[config.mk]
export PLATFORM = sky130hd
export DESIGN_NAME = uart_tx_fifo_flat
export DESIGN_NICKNAME = d
export VERILOG_FILES = /design/src/rtl/uart_tx_fifo_pkg.sv /design/src/rtl/uart_tx_fifo_if.sv /design/src/rtl/uart_tx_fifo_fifo_ram.sv /design/src/rtl/uart_tx_fifo.sv /design/src/flat_wrapper.sv
export SDC_FILE = /design/constraint.sdc
export NUM_CORES = 1
export LEC_CHECK = 0
export BUFFER_PORTS_ARGS = -buffer_cell sky130_fd_sc_hd__buf_2
export CORE_AREA = 2 2 109 111
export DETAILED_ROUTE_END_ITERATION = 6
export DIE_AREA = 0 0 111 113
export PLACE_DENSITY = 0.75
export SLEW_MARGIN = 20
export SYNTH_ARGS = -nofsm -noshare
export SYNTH_HDL_FRONTEND = slang
export SYNTH_HIERARCHICAL = 1
export SYNTH_SLANG_ARGS = --single-unit
[constraint.sdc]
create_clock -name clk -period 5.2 [get_ports clk]
set_clock_uncertainty 0.2 [all_clocks]
set_input_delay 1.04 -clock clk [delete_from_list [all_inputs] [get_ports clk]]
set_output_delay 1.04 -clock clk [all_outputs]
set_load 0.03 [all_outputs]
[src/rtl/uart_tx_fifo_pkg.sv]
// Shared definitions for the UART transmit path: drain FSM encoding and timing constants.
// Rx-side blocks are expected to import the same package.
package uart_tx_fifo_pkg;

    typedef enum logic [1:0] {
        S_IDLE    = 2'd0,
        S_ISSUE   = 2'd1,
        S_WAIT_HI = 2'd2,
        S_WAIT_LO = 2'd3
    } tx_state_e;

    // Cycles to wait for buart to raise busy after a strobe before giving up on that byte.
    localparam int WAIT_HI_TIMEOUT = 2;

    localparam int UART_DW = 8;

endpackage

[src/rtl/uart_tx_fifo_if.sv]
// Bus-side and buart-side signal bundle of the transmit FIFO.
// master = IO decode / buart model side, slave = uart_tx_fifo.
interface uart_tx_fifo_if
    import uart_tx_fifo_pkg::*;
#(
    parameter int DEPTH = 16
);
    localparam int AW = $clog2(DEPTH);

    // Handshakes: a push is wr high for one cycle and is taken at the clock edge only when
    // full is low (otherwise dropped and overflow set); uart_wr is a one-cycle strobe with
    // uart_data valid in that cycle, issued only while uart_busy is low.
    logic               wr;
    logic [UART_DW-1:0] tx_data;
    logic               flush;
    logic               clr_ovf;
    logic               full;
    logic               empty;
    logic [AW:0]        level;
    logic               overflow;
    logic               idle;
    logic               uart_wr;
    logic [UART_DW-1:0] uart_data;
    logic               uart_busy;
    tx_state_e          fsm_state;

    modport master (
        output wr, tx_data, flush, clr_ovf, uart_busy,
        input  full, empty, level, overflow, idle, uart_wr, uart_data, fsm_state
    );

    modport slave (
        input  wr, tx_data, flush, clr_ovf, uart_busy,
        output full, empty, level, overflow, idle, uart_wr, uart_data, fsm_state
    );

endinterface

[src/rtl/uart_tx_fifo_fifo_ram.sv]
// DEPTH x 8 byte storage for the transmit FIFO: synchronous write, asynchronous read.
// Contents are deliberately not reset; pointers and level decide what is valid.
module uart_tx_fifo_fifo_ram
    import uart_tx_fifo_pkg::*;
#(
    parameter int DEPTH = 16,
    parameter int AW    = $clog2(DEPTH)
) (
    input  logic               clk,
    input  logic               i_we,
    input  logic [AW-1:0]      i_waddr,
    input  logic [UART_DW-1:0] i_wdata,
    input  logic [AW-1:0]      i_raddr,
    output logic [UART_DW-1:0] o_rdata
);

    logic [UART_DW-1:0] r_mem [DEPTH];

    always_ff @(posedge clk) begin
        if (i_we) begin
            r_mem[i_waddr] <= i_wdata;
        end
    end

    assign o_rdata = r_mem[i_raddr];

endmodule

[src/rtl/uart_tx_fifo.sv]
// Transmit byte FIFO in front of buart: queues bytes from the IO bus and drains them
// one strobe at a time, waiting for buart busy to rise and fall between bytes.
module uart_tx_fifo
    import uart_tx_fifo_pkg::*;
#(
    parameter int DEPTH = 16
) (
    input  logic          clk,
    input  logic          resetq,
    uart_tx_fifo_if.slave bus
);

    localparam int            AW       = $clog2(DEPTH);
    localparam logic [AW:0]   LVL_FULL = (AW+1)'(DEPTH);
    localparam logic [AW:0]   LVL_ONE  = (AW+1)'(1);
    localparam logic [AW-1:0] PTR_ONE  = AW'(1);
    localparam logic [1:0]    TO_LAST  = 2'(WAIT_HI_TIMEOUT - 1);

    logic [AW-1:0]      r_wp;
    logic [AW-1:0]      r_rp;
    logic [AW:0]        r_level;
    logic               r_overflow;
    tx_state_e          r_state;
    logic               r_uart_wr;
    logic [UART_DW-1:0] r_uart_data;
    logic [1:0]         r_to_cnt;

    logic               w_full;
    logic               w_empty;
    logic               w_push;
    logic               w_pop;
    logic [UART_DW-1:0] w_rd_data;

    assign w_full  = (r_level == LVL_FULL);
    assign w_empty = (r_level == '0);
    // Full and empty come from the registered level, so a pop never frees room in its own cycle.
    assign w_push  = bus.wr && !w_full && !bus.flush;
    assign w_pop   = (r_state == S_IDLE) && !w_empty && !bus.uart_busy && !bus.flush;

    uart_tx_fifo_fifo_ram #(
        .DEPTH (DEPTH),
        .AW    (AW)
    ) u_ram (
        .clk     (clk),
        .i_we    (w_push),
        .i_waddr (r_wp),
        .i_wdata (bus.tx_data),
        .i_raddr (r_rp),
        .o_rdata (w_rd_data)
    );

    always_ff @(posedge clk or negedge resetq) begin
        if (!resetq) begin
            r_wp       <= '0;
            r_rp       <= '0;
            r_level    <= '0;
            r_overflow <= 1'b0;
        end else if (bus.flush) begin
            r_wp       <= '0;
            r_rp       <= '0;
            r_level    <= '0;
            r_overflow <= 1'b0;
        end else begin
            if (w_push) begin
                r_wp <= r_wp + PTR_ONE;
            end
            if (w_pop) begin
                r_rp <= r_rp + PTR_ONE;
            end
            if (w_push && !w_pop) begin
                r_level <= r_level + LVL_ONE;
            end else if (!w_push && w_pop) begin
                r_level <= r_level - LVL_ONE;
            end
            // A dropped push outranks a same-cycle clear so the loss is never hidden.
            if (bus.wr && w_full) begin
                r_overflow <= 1'b1;
            end else if (bus.clr_ovf) begin
                r_overflow <= 1'b0;
            end
        end
    end

    // Drain FSM; flush leaves it alone so an in-flight byte always completes.
    always_ff @(posedge clk or negedge resetq) begin
        if (!resetq) begin
            r_state     <= S_IDLE;
            r_uart_wr   <= 1'b0;
            r_uart_data <= '0;
            r_to_cnt    <= '0;
        end else begin
            case (r_state)
                S_IDLE: begin
                    r_uart_wr <= 1'b0;
                    if (w_pop) begin
                        r_uart_wr   <= 1'b1;
                        r_uart_data <= w_rd_data;
                        r_state     <= S_ISSUE;
                    end
                end
                S_ISSUE: begin
                    r_uart_wr <= 1'b0;
                    r_to_cnt  <= '0;
                    r_state   <= S_WAIT_HI;
                end
                S_WAIT_HI: begin
                    r_uart_wr <= 1'b0;
                    if (bus.uart_busy) begin
                        r_state <= S_WAIT_LO;
                    end else if (r_to_cnt == TO_LAST) begin
                        r_state <= S_IDLE;
                    end else begin
                        r_to_cnt <= r_to_cnt + 2'd1;
                    end
                end
                S_WAIT_LO: begin
                    r_uart_wr <= 1'b0;
                    if (!bus.uart_busy) begin
                        r_state <= S_IDLE;
                    end
                end
                default: begin
                    r_uart_wr <= 1'b0;
                    r_state   <= S_IDLE;
                end
            endcase
        end
    end

    assign bus.full      = w_full;
    assign bus.empty     = w_empty;
    assign bus.level     = r_level;
    assign bus.overflow  = r_overflow;
    assign bus.idle      = w_empty && (r_state == S_IDLE) && !bus.uart_busy;
    assign bus.uart_wr   = r_uart_wr;
    assign bus.uart_data = r_uart_data;
    assign bus.fsm_state = r_state;

endmodule
[src/flat_wrapper.sv]
// flat-port wrapper written by rule: the top's interface ports become plain ports
module uart_tx_fifo_flat import uart_tx_fifo_pkg::*;
#(
    parameter int DEPTH = 16
)
  (clk, resetq, bus_wr, bus_tx_data, bus_flush, bus_clr_ovf, bus_uart_busy, bus_full, bus_empty, bus_level, bus_overflow, bus_idle, bus_uart_wr, bus_uart_data, bus_fsm_state);
  uart_tx_fifo_if #(.DEPTH(DEPTH)) bus_i ();
  input  logic clk;
  input  logic resetq;
  input wire logic [$bits(bus_i.wr)-1:0] bus_wr;
  input wire logic [$bits(bus_i.tx_data)-1:0] bus_tx_data;
  input wire logic [$bits(bus_i.flush)-1:0] bus_flush;
  input wire logic [$bits(bus_i.clr_ovf)-1:0] bus_clr_ovf;
  input wire logic [$bits(bus_i.uart_busy)-1:0] bus_uart_busy;
  output wire logic [$bits(bus_i.full)-1:0] bus_full;
  output wire logic [$bits(bus_i.empty)-1:0] bus_empty;
  output wire logic [$bits(bus_i.level)-1:0] bus_level;
  output wire logic [$bits(bus_i.overflow)-1:0] bus_overflow;
  output wire logic [$bits(bus_i.idle)-1:0] bus_idle;
  output wire logic [$bits(bus_i.uart_wr)-1:0] bus_uart_wr;
  output wire logic [$bits(bus_i.uart_data)-1:0] bus_uart_data;
  output wire logic [$bits(bus_i.fsm_state)-1:0] bus_fsm_state;
  assign bus_i.wr = bus_wr;
  assign bus_i.tx_data = bus_tx_data;
  assign bus_i.flush = bus_flush;
  assign bus_i.clr_ovf = bus_clr_ovf;
  assign bus_i.uart_busy = bus_uart_busy;
  assign bus_full = bus_i.full;
  assign bus_empty = bus_i.empty;
  assign bus_level = bus_i.level;
  assign bus_overflow = bus_i.overflow;
  assign bus_idle = bus_i.idle;
  assign bus_uart_wr = bus_i.uart_wr;
  assign bus_uart_data = bus_i.uart_data;
  assign bus_fsm_state = bus_i.fsm_state;
  uart_tx_fifo #(.DEPTH(DEPTH)) u_core (.clk(clk), .resetq(resetq), .bus(bus_i));
endmodule
==> results of run 1 <==
==> cell type report <==
cell class                 count  share of cell area
tap                          143              0.0243
multi-input combinational    182               0.250
timing repair buffer          36              0.0255
clock inverter                 5             0.00732
clock buffer                  27              0.0742
sequential                   155               0.615
inverter                       6             0.00306
==> metrics by stage <==
stage                     cell area, um^2  setup WS (ns)  hold WS [ns]  cells
after detailed placement             6740           1.44         0.294    522
after CTS                            7340           1.85         0.311    554
final                                7350           1.88         0.306    554
after global routing                 7350           1.75         0.325    554
after floorplan                      6480           1.83         0.268    359
after global placement               6740           1.57         0.290    522
==> registers in the layout, indices dropped and copies added, names as in the netlist <==
name and cells:
u_core/r_to_cnt 2, u_core/u_ram/r_mem 128, u_core/bus.uart_wr 1, u_core/bus.fsm_state 2
u_core/bus.uart_data 8, u_core/bus.level 5, u_core/r_wp 4, u_core/bus.overflow 1
u_core/r_rp 4
==> power by group through the flow <==
stage | Combinational (mW) | Sequential [mW] | Clock [mW]
2_1_floorplan | 0.466 | 1.62 | 0
3_3_place_gp | 0.694 | 1.55 | 0
3_5_place_dp | 0.720 | 1.55 | 0
4_1_cts | 0.724 | 1.53 | 1.23
5_1_grt | 0.776 | 1.54 | 1.28
6_report | 0.724 | 1.53 | 1.22
==> Yosys cell counts, drive strengths merged (2+ instances only) <==
cell type | instances | area share
xnor2 | 5 | 0.0068
a22oi | 16 | 0.019
nand2b | 2 | 0.0019
a21o | 2 | 0.0023
buf | 10 | 0.011
nor2 | 27 | 0.017
a21oi | 10 | 0.0083
edfxtp | 128 | 0.59
ha | 7 | 0.014
dfrtp | 27 | 0.10
a211oi | 3 | 0.0035
nand3 | 8 | 0.0062
o21ai | 4 | 0.0048
clkdlybuf4s25 | 3 | 0.0046
nor3 | 9 | 0.0077
nand2 | 18 | 0.010
inv | 6 | 0.0035
nor2b | 3 | 0.0029
mux2i | 5 | 0.0077
mux4 | 32 | 0.12
xor2 | 2 | 0.0027
and2 | 2 | 0.0019
mux2 | 10 | 0.022
nor4 | 2 | 0.0042
nand3b | 3 | 0.0035
clkbuf | 3 | 0.0017
==> worst register-to-register path: cells and delay by family, from the launching register on <==
kind,cells,cell delay (ns)
adders and majority gates,1,0.41
DFF,1,0.47
AOI/OAI and AO/OA,5,1.05
and+or+nand+nor,2,1.00
==> metal layers <==
metal / share of wire / vias up / GRT usage
met5: 0 / - / 0
met4: 0.020 / 0 / 0.0717
met3: 0.050 / 18 / 0.0477
met2: 0.53 / 123 / 0.366
met1: 0.40 / 1751 / 0.273
li1: - / 1514 / -
==> worst paths after layout <==
| path | depth (start not counted) | startpoint | endpoint | slack, ns |
|---|---|---|---|---|
| max in group asynchronous | 1 | resetq | u_core/r_rp[0]$_DFFE_PN0P_ | 3.92 |
| setup reg to reg | 8 | u_core/bus.level[1]$_DFFE_PN0P_ | u_core/bus.level[4]$_DFFE_PN0P_ | 1.97 |
| min in group asynchronous | 1 | resetq | u_core/bus.uart_data[1]$_DFFE_PN0P_ | 0.44 |
| hold reg to reg | 1 | u_core/bus.uart_data[3]$_DFFE_PN0P_ | u_core/bus.uart_data[3]$_DFFE_PN0P_ | 0.31 |
| setup / recovery | 3 | u_core/bus.level[1]$_DFFE_PN0P_ | bus_idle | 1.88 |
| hold / removal | 1 | u_core/bus.uart_data[3]$_DFFE_PN0P_ | u_core/bus.uart_data[3]$_DFFE_PN0P_ | 0.31 |
==> kinds of logic (layout without fill, tap and decap cells) <==
family | after synthesis | in the layout | synth area share
simple gates | 78 | 78 | 0.0602
buf+inv | 22 | 74 | 0.0208
xor+xnor | 7 | 7 | 0.00946
compound gates | 42 | 42 | 0.0469
fa+ha+maj | 8 | 8 | 0.0166
flops | 155 | 155 | 0.697
mux | 47 | 47 | 0.149
==> key figures, run 1 <==
Pwr
  • Sw Pwr: 0.973 mW
  • VDD IR max: 0.000305 V
  • Logic pwr share: 0.209
  • Seq pwr share: 0.441
  • P_leak: 2.59 nW
  • Pwr per Cell Area: 472 mW/mm^2
  • Sw Share: 0.280
  • Clock power share: 0.351
  • Tot Pwr: 3.47 mW
  • Pint: 2.50 mW

Timing
  • Final Hold Fails: 0
  • Crit path time final: 3.32 ns
  • Slew Limit Fails: 0
  • Max frequency: 301 MHz
  • Period utilization: 0.639
  • Slew @ Worst Pin: 1.10 ns
  • Setup TNS: 0 ns
  • Final setup fails: 0
  • Relative slew slack: 0.261
  • Unrepaired setup endpoints after global routing: no

Final layout
  • Seq. cell area: 0.00452 mm^2
  • Commonest non-fill, non-tap cells in the layout: edfxtp_1 (128), buf_2 (33), nor2_1 (26), dfrtp_1 (26), clkbuf_16 (19)
  • Multi-input gate area: 0.00184 mm^2
  • ANT cells: 0
  • Layout area overhead: 13.3%
  • Most common cell after layout, fill and taps aside: edfxtp_1
  • Nets: 420
  • Fraction of final layout cells sized beyond drive strength 1: 0.248
  • # fillers: 747
  • Fin util: 0.652

Worst setup path
  • Crit end category: output port
  • Critical-path maximum fanout: 8
  • Worst path cell trace: or4_1 -> nor3_1 -> buf_2
  • CP Launch Type: flip-flop
  • WS Path Type: reg -> out
  • Buf+Inv Stages, Crit Path: 1
  • Crit path max-delay family: simple AND/OR/NAND/NOR gates
  • Required time worst endpoint: 3.96 ns
  • Worst EP arrival: 2.08 ns
  • Max stage delay on crit path: 0.75 ns
  • Crit-path slowest cell: or4_1

Clocking
  • TritonCTS clock tree: built
  • Post-CTS Setup Inserts: 0
  • Hold_buf cts: 0
  • Maximum buffer depth of the clock tree: 2
  • Clk_lat worst skew: 0.41 ns
  • CTS Root Cell: clkbuf_16
  • Clock-pin slew on the worst setup and hold paths: 0.06 ns
  • CTS buffer count: 17
  • Post-CTS Resized: 0
  • Htree depth: 4
  • Clk sink count: 155

Detailed routing
  • DRT iter0 DRCs: 308
  • Final wirelength: 12500 um
  • DRT antenna net count: 0
  • Drt wl/cell: 22.7 um
  • Residual DRC count: 0
  • Via count: 3406
  • DR pass1 iterations: 5
  • DR vias/cell: 6.15

GRT
  • Vias in the first global route: 3495
  • Largest net degree at the start of global routing: 33
  • Gr usage total: 0.213
  • Initial antenna violation count: 0
  • Congestion Overflow GR: 0
  • First-pass GRT wire length: 19600 um

Job
  • Max-capacitance violation count: 0

Die
  • Core area: 0.0113 mm^2
  • Full die area: 0.0125 mm^2
  • Die X: 111 um
  • Initial Util: 0.575
  • Die Ht: 113 um
  • I/O pin total: 34
  • Core Rows: 39

Synthesis
  • Async S/R FF share, synth: 0.174
  • Post-synth EDFFs: 128
  • Yosys warns: 6
  • Post-Syn Area: 0.00648 mm^2
  • Post-synthesis register bit count: 155
  • Syn Area/Cell: 18.1 um^2
  • Dominant synthesized flop cell: edfxtp_1
  • Distinct cells, synth: 47
  • Syn Nets: 381
  • Sequential element share of the synthesized area: 0.697
  • Cell count after synthesis: 359

Hold path
  • Hold Crit Class: reg -> reg

Placed design
  • Placer Congestion: 0.777
  • Number of port buffers: 33
  • Dpl hpwl: 7820 um

Run status
  • Status: completed
Power figures use the tool's default switching activity.
==> run 2, diff against run 1 <==
- CORE_AREA: 2 2 109 111 -> 2 2 112 114
- DIE_AREA: 0 0 111 113 -> 0 0 114 116
- clock period: 5.2 -> 2.9 ns (I/O delays scaled with it)
==> key figures, run 2 (synthesis gave the netlist of run 1 again) <==
Die
  • Core area: 0.0119 mm^2 (+5.7%)
  • Initial Util: 0.544 (-0.0309)
  • Die X: 114 um (+2.7%)
  • Core Rows: 40 (+2.6%)
  • Full die area: 0.0132 mm^2 (+5.4%)
  • I/O pin total: 34 (unchanged)
  • Die Ht: 116 um (+2.7%)

Hold path
  • Hold Path Sink: u_core/bus.overflow$_DFFE_PN0P_
  • Hold Crit Start: bus_clr_ovf
  • Hold Path Stages: 4 (+3)
  • Hold Crit Class: in -> reg

GRT
  • Initial antenna violation count: 0 (unchanged)
  • Met3 usage: 0.0465 (-0.00112)
  • GR Util met1: 0.282 (+0.00915)
  • Busiest grt layer: met2
  • Gr usage total: 0.200 (-0.0132)
  • Vias in the first global route: 3391 (-3.0%)
  • First-pass GRT wire length: 19100 um (-2.8%)
  • Congestion Overflow GR: 0 (unchanged)
  • GR Util met2: 0.309 (-0.0569)
  • Largest net degree at the start of global routing: 36 (+9.1%)

Detailed routing
  • Via count: 3506 (+2.9%)
  • DRT antenna net count: 0 (unchanged)
  • Residual DRC count: 0 (unchanged)
  • DRT iter0 DRCs: 298 (-3.2%)
  • Drt wl/cell: 20.7 um (-8.6%)
  • DR pass1 iterations: 4 (-1)
  • DR vias/cell: 6.01 (-2.2%)
  • Final wirelength: 12100 um (-3.8%)

Timing
  • Setup TNS: 0 ns (unchanged)
  • Period utilization: 0.952
  • Crit path time final: 2.76 ns
  • Final setup fails: 0 (unchanged)
  • Relative slew slack: 0.517 (+0.256)
  • Slew Limit Fails: 0 (unchanged)
  • Slew @ Worst Pin: 0.721 ns (-0.379 ns)
  • Max frequency: 362 MHz
  • Unrepaired setup endpoints after global routing: no
  • Final Hold Fails: 0 (unchanged)

Clocking
  • Clock-pin slew on the worst setup and hold paths: 0.06 ns (about the same)
  • TritonCTS clock tree: built
  • CTS Root Cell: clkbuf_16
  • Clk sink count: 155 (unchanged)
  • Htree depth: 4 (unchanged)
  • Maximum buffer depth of the clock tree: 2 (unchanged)
  • Post-CTS Setup Inserts: 0 (unchanged)
  • CTS buffer count: 17 (unchanged)
  • Clk_lat worst skew: 0.41 ns (about the same)

Placed design
  • Dpl hpwl: 7700 um (-1.5%)
  • Number of port buffers: 33 (unchanged)
  • Placer Congestion: 0.869 (+12%)

Worst setup path
  • Buf+Inv Stages, Crit Path: 2 (+1)
  • Worst path cell trace: or4_1 -> buf_4 -> nor3_1 -> buf_2
  • R2R Path End: u_core/bus.level[4]$_DFFE_PN0P_
  • Max stage delay on crit path: 0.59 ns (-0.16 ns)
  • R2R setup slack: 0.15 ns (-1.82 ns)
  • Crit-path slowest cell: or4_1
  • Crit end category: output port
  • Crit path max-delay family: simple AND/OR/NAND/NOR gates
  • Critical-path maximum fanout: 7 (-1)
  • FF-to-FF Start: u_core/bus.level[1]$_DFFE_PN0P_
  • WS Path Type: reg -> out
  • CP Launch Type: flip-flop
  • Required time worst endpoint: 2.12 ns (-1.84 ns)
  • R2R depth: 8 (unchanged)
  • Worst EP arrival: 1.98 ns (-0.10 ns)

Final layout
  • Fin util: 0.632 (-0.0201)
  • Max reg flops: 128 (unchanged)
  • Reg with most FFs: u_core/u_ram/r_mem
  • Commonest non-fill, non-tap cells in the layout: edfxtp_1 (128), buf_2 (33), nor2_1 (26)
  • ANT cells: 0 (unchanged)
  • Fraction of final layout cells sized beyond drive strength 1: 0.294 (+0.0454)
  • Nets: 445 (+6.0%)
  • Most common cell after layout, fill and taps aside: edfxtp_1
  • Layout area overhead: 16.1%

Pwr
  • P_leak: 2.68 nW (+3.5%)
  • VDD IR max: 0.000377 V (+23%)
  • Pwr per Cell Area: 821 mW/mm^2 (+74%)

Job
  • Max-capacitance violation count: 0 (unchanged)

Run status
  • Status: completed
==> run 2: layout make-up <==
class                      count  area (um^2)
timing repair buffer          61          403
fill                         819         4390
inverter                       6         22.5
multi-input combinational    182         1840
clock buffer                  20          437
clock inverter                12          114
tap                          147          184
sequential                   155         4520
==> run 2: where the power goes <==
group | switching [mW] | total [mW] | internal [mW]
sequential | 0.117 | 2.68 | 2.56
clock | 0.866 | 2.06 | 1.19
combinational | 0.824 | 1.45 | 0.624
total | 1.81 | 6.18 | 4.37
==> run 2: how the worst max path moves through the flow <==
stage / to / cells past startpoint / start
6_report: bus_idle / 4 / u_core/bus.level[1]$_DFFE_PN0P_
5_1_grt: u_core/bus.level[4]$_DFFE_PN0P_ / 8 / u_core/bus.level[1]$_DFFE_PN0P_
4_1_cts: u_core/bus.level[4]$_DFFE_PN0P_ / 8 / u_core/bus.level[1]$_DFFE_PN0P_
3_5_place_dp: u_core/bus.level[4]$_DFFE_PN0P_ / 8 / u_core/bus.level[1]$_DFFE_PN0P_
3_3_place_gp: u_core/bus.level[4]$_DFFE_PN0P_ / 8 / u_core/bus.level[1]$_DFFE_PN0P_
2_1_floorplan: u_core/bus.level[4]$_DFFE_PN0P_ / 9 / u_core/bus.level[1]$_DFFE_PN0P_
==> run 2: what timing repair did <==
| action | CTS | global route |
|---|---|---|
| setup endpoints to repair | 0 | 2 |
| endpoints found under the hold margin | 27 | 0 |
| gates resized for setup | 0 | 2 |
| hold buffers | 1 | 0 |
==> run 2: worst reg2reg max path, stage by stage (launching register included) <==
cell     delay, ns
dfrtp_2       0.40
or4_1         0.59
o21ai_4       0.21
nand3_2       0.18
ha_1          0.39
nand3_1       0.13
and2_1        0.19
a211o_1       0.26
a31oi_1       0.12
==> run 2: routing by layer <==
metal,routed length (um),part of all wire
met4,159,0.013
met5,0,0
met3,518,0.043
met2,5950,0.49
met1,5450,0.45
==> run 2: through the flow <==
stage	cells	hold WS, ns	worst slack [ns]	area [um^2]	total power [mW]
floorplan	359	0.0844	0.0424	6490	3.75
global placement	550	0.290	0.167	6960	4.11
detailed placement	550	0.299	0.0704	6960	4.16
CTS	583	0.261	0.0562	7520	6.20
global route	583	0.272	0.0257	7530	6.45
finish	583	0.265	0.138	7530	6.18
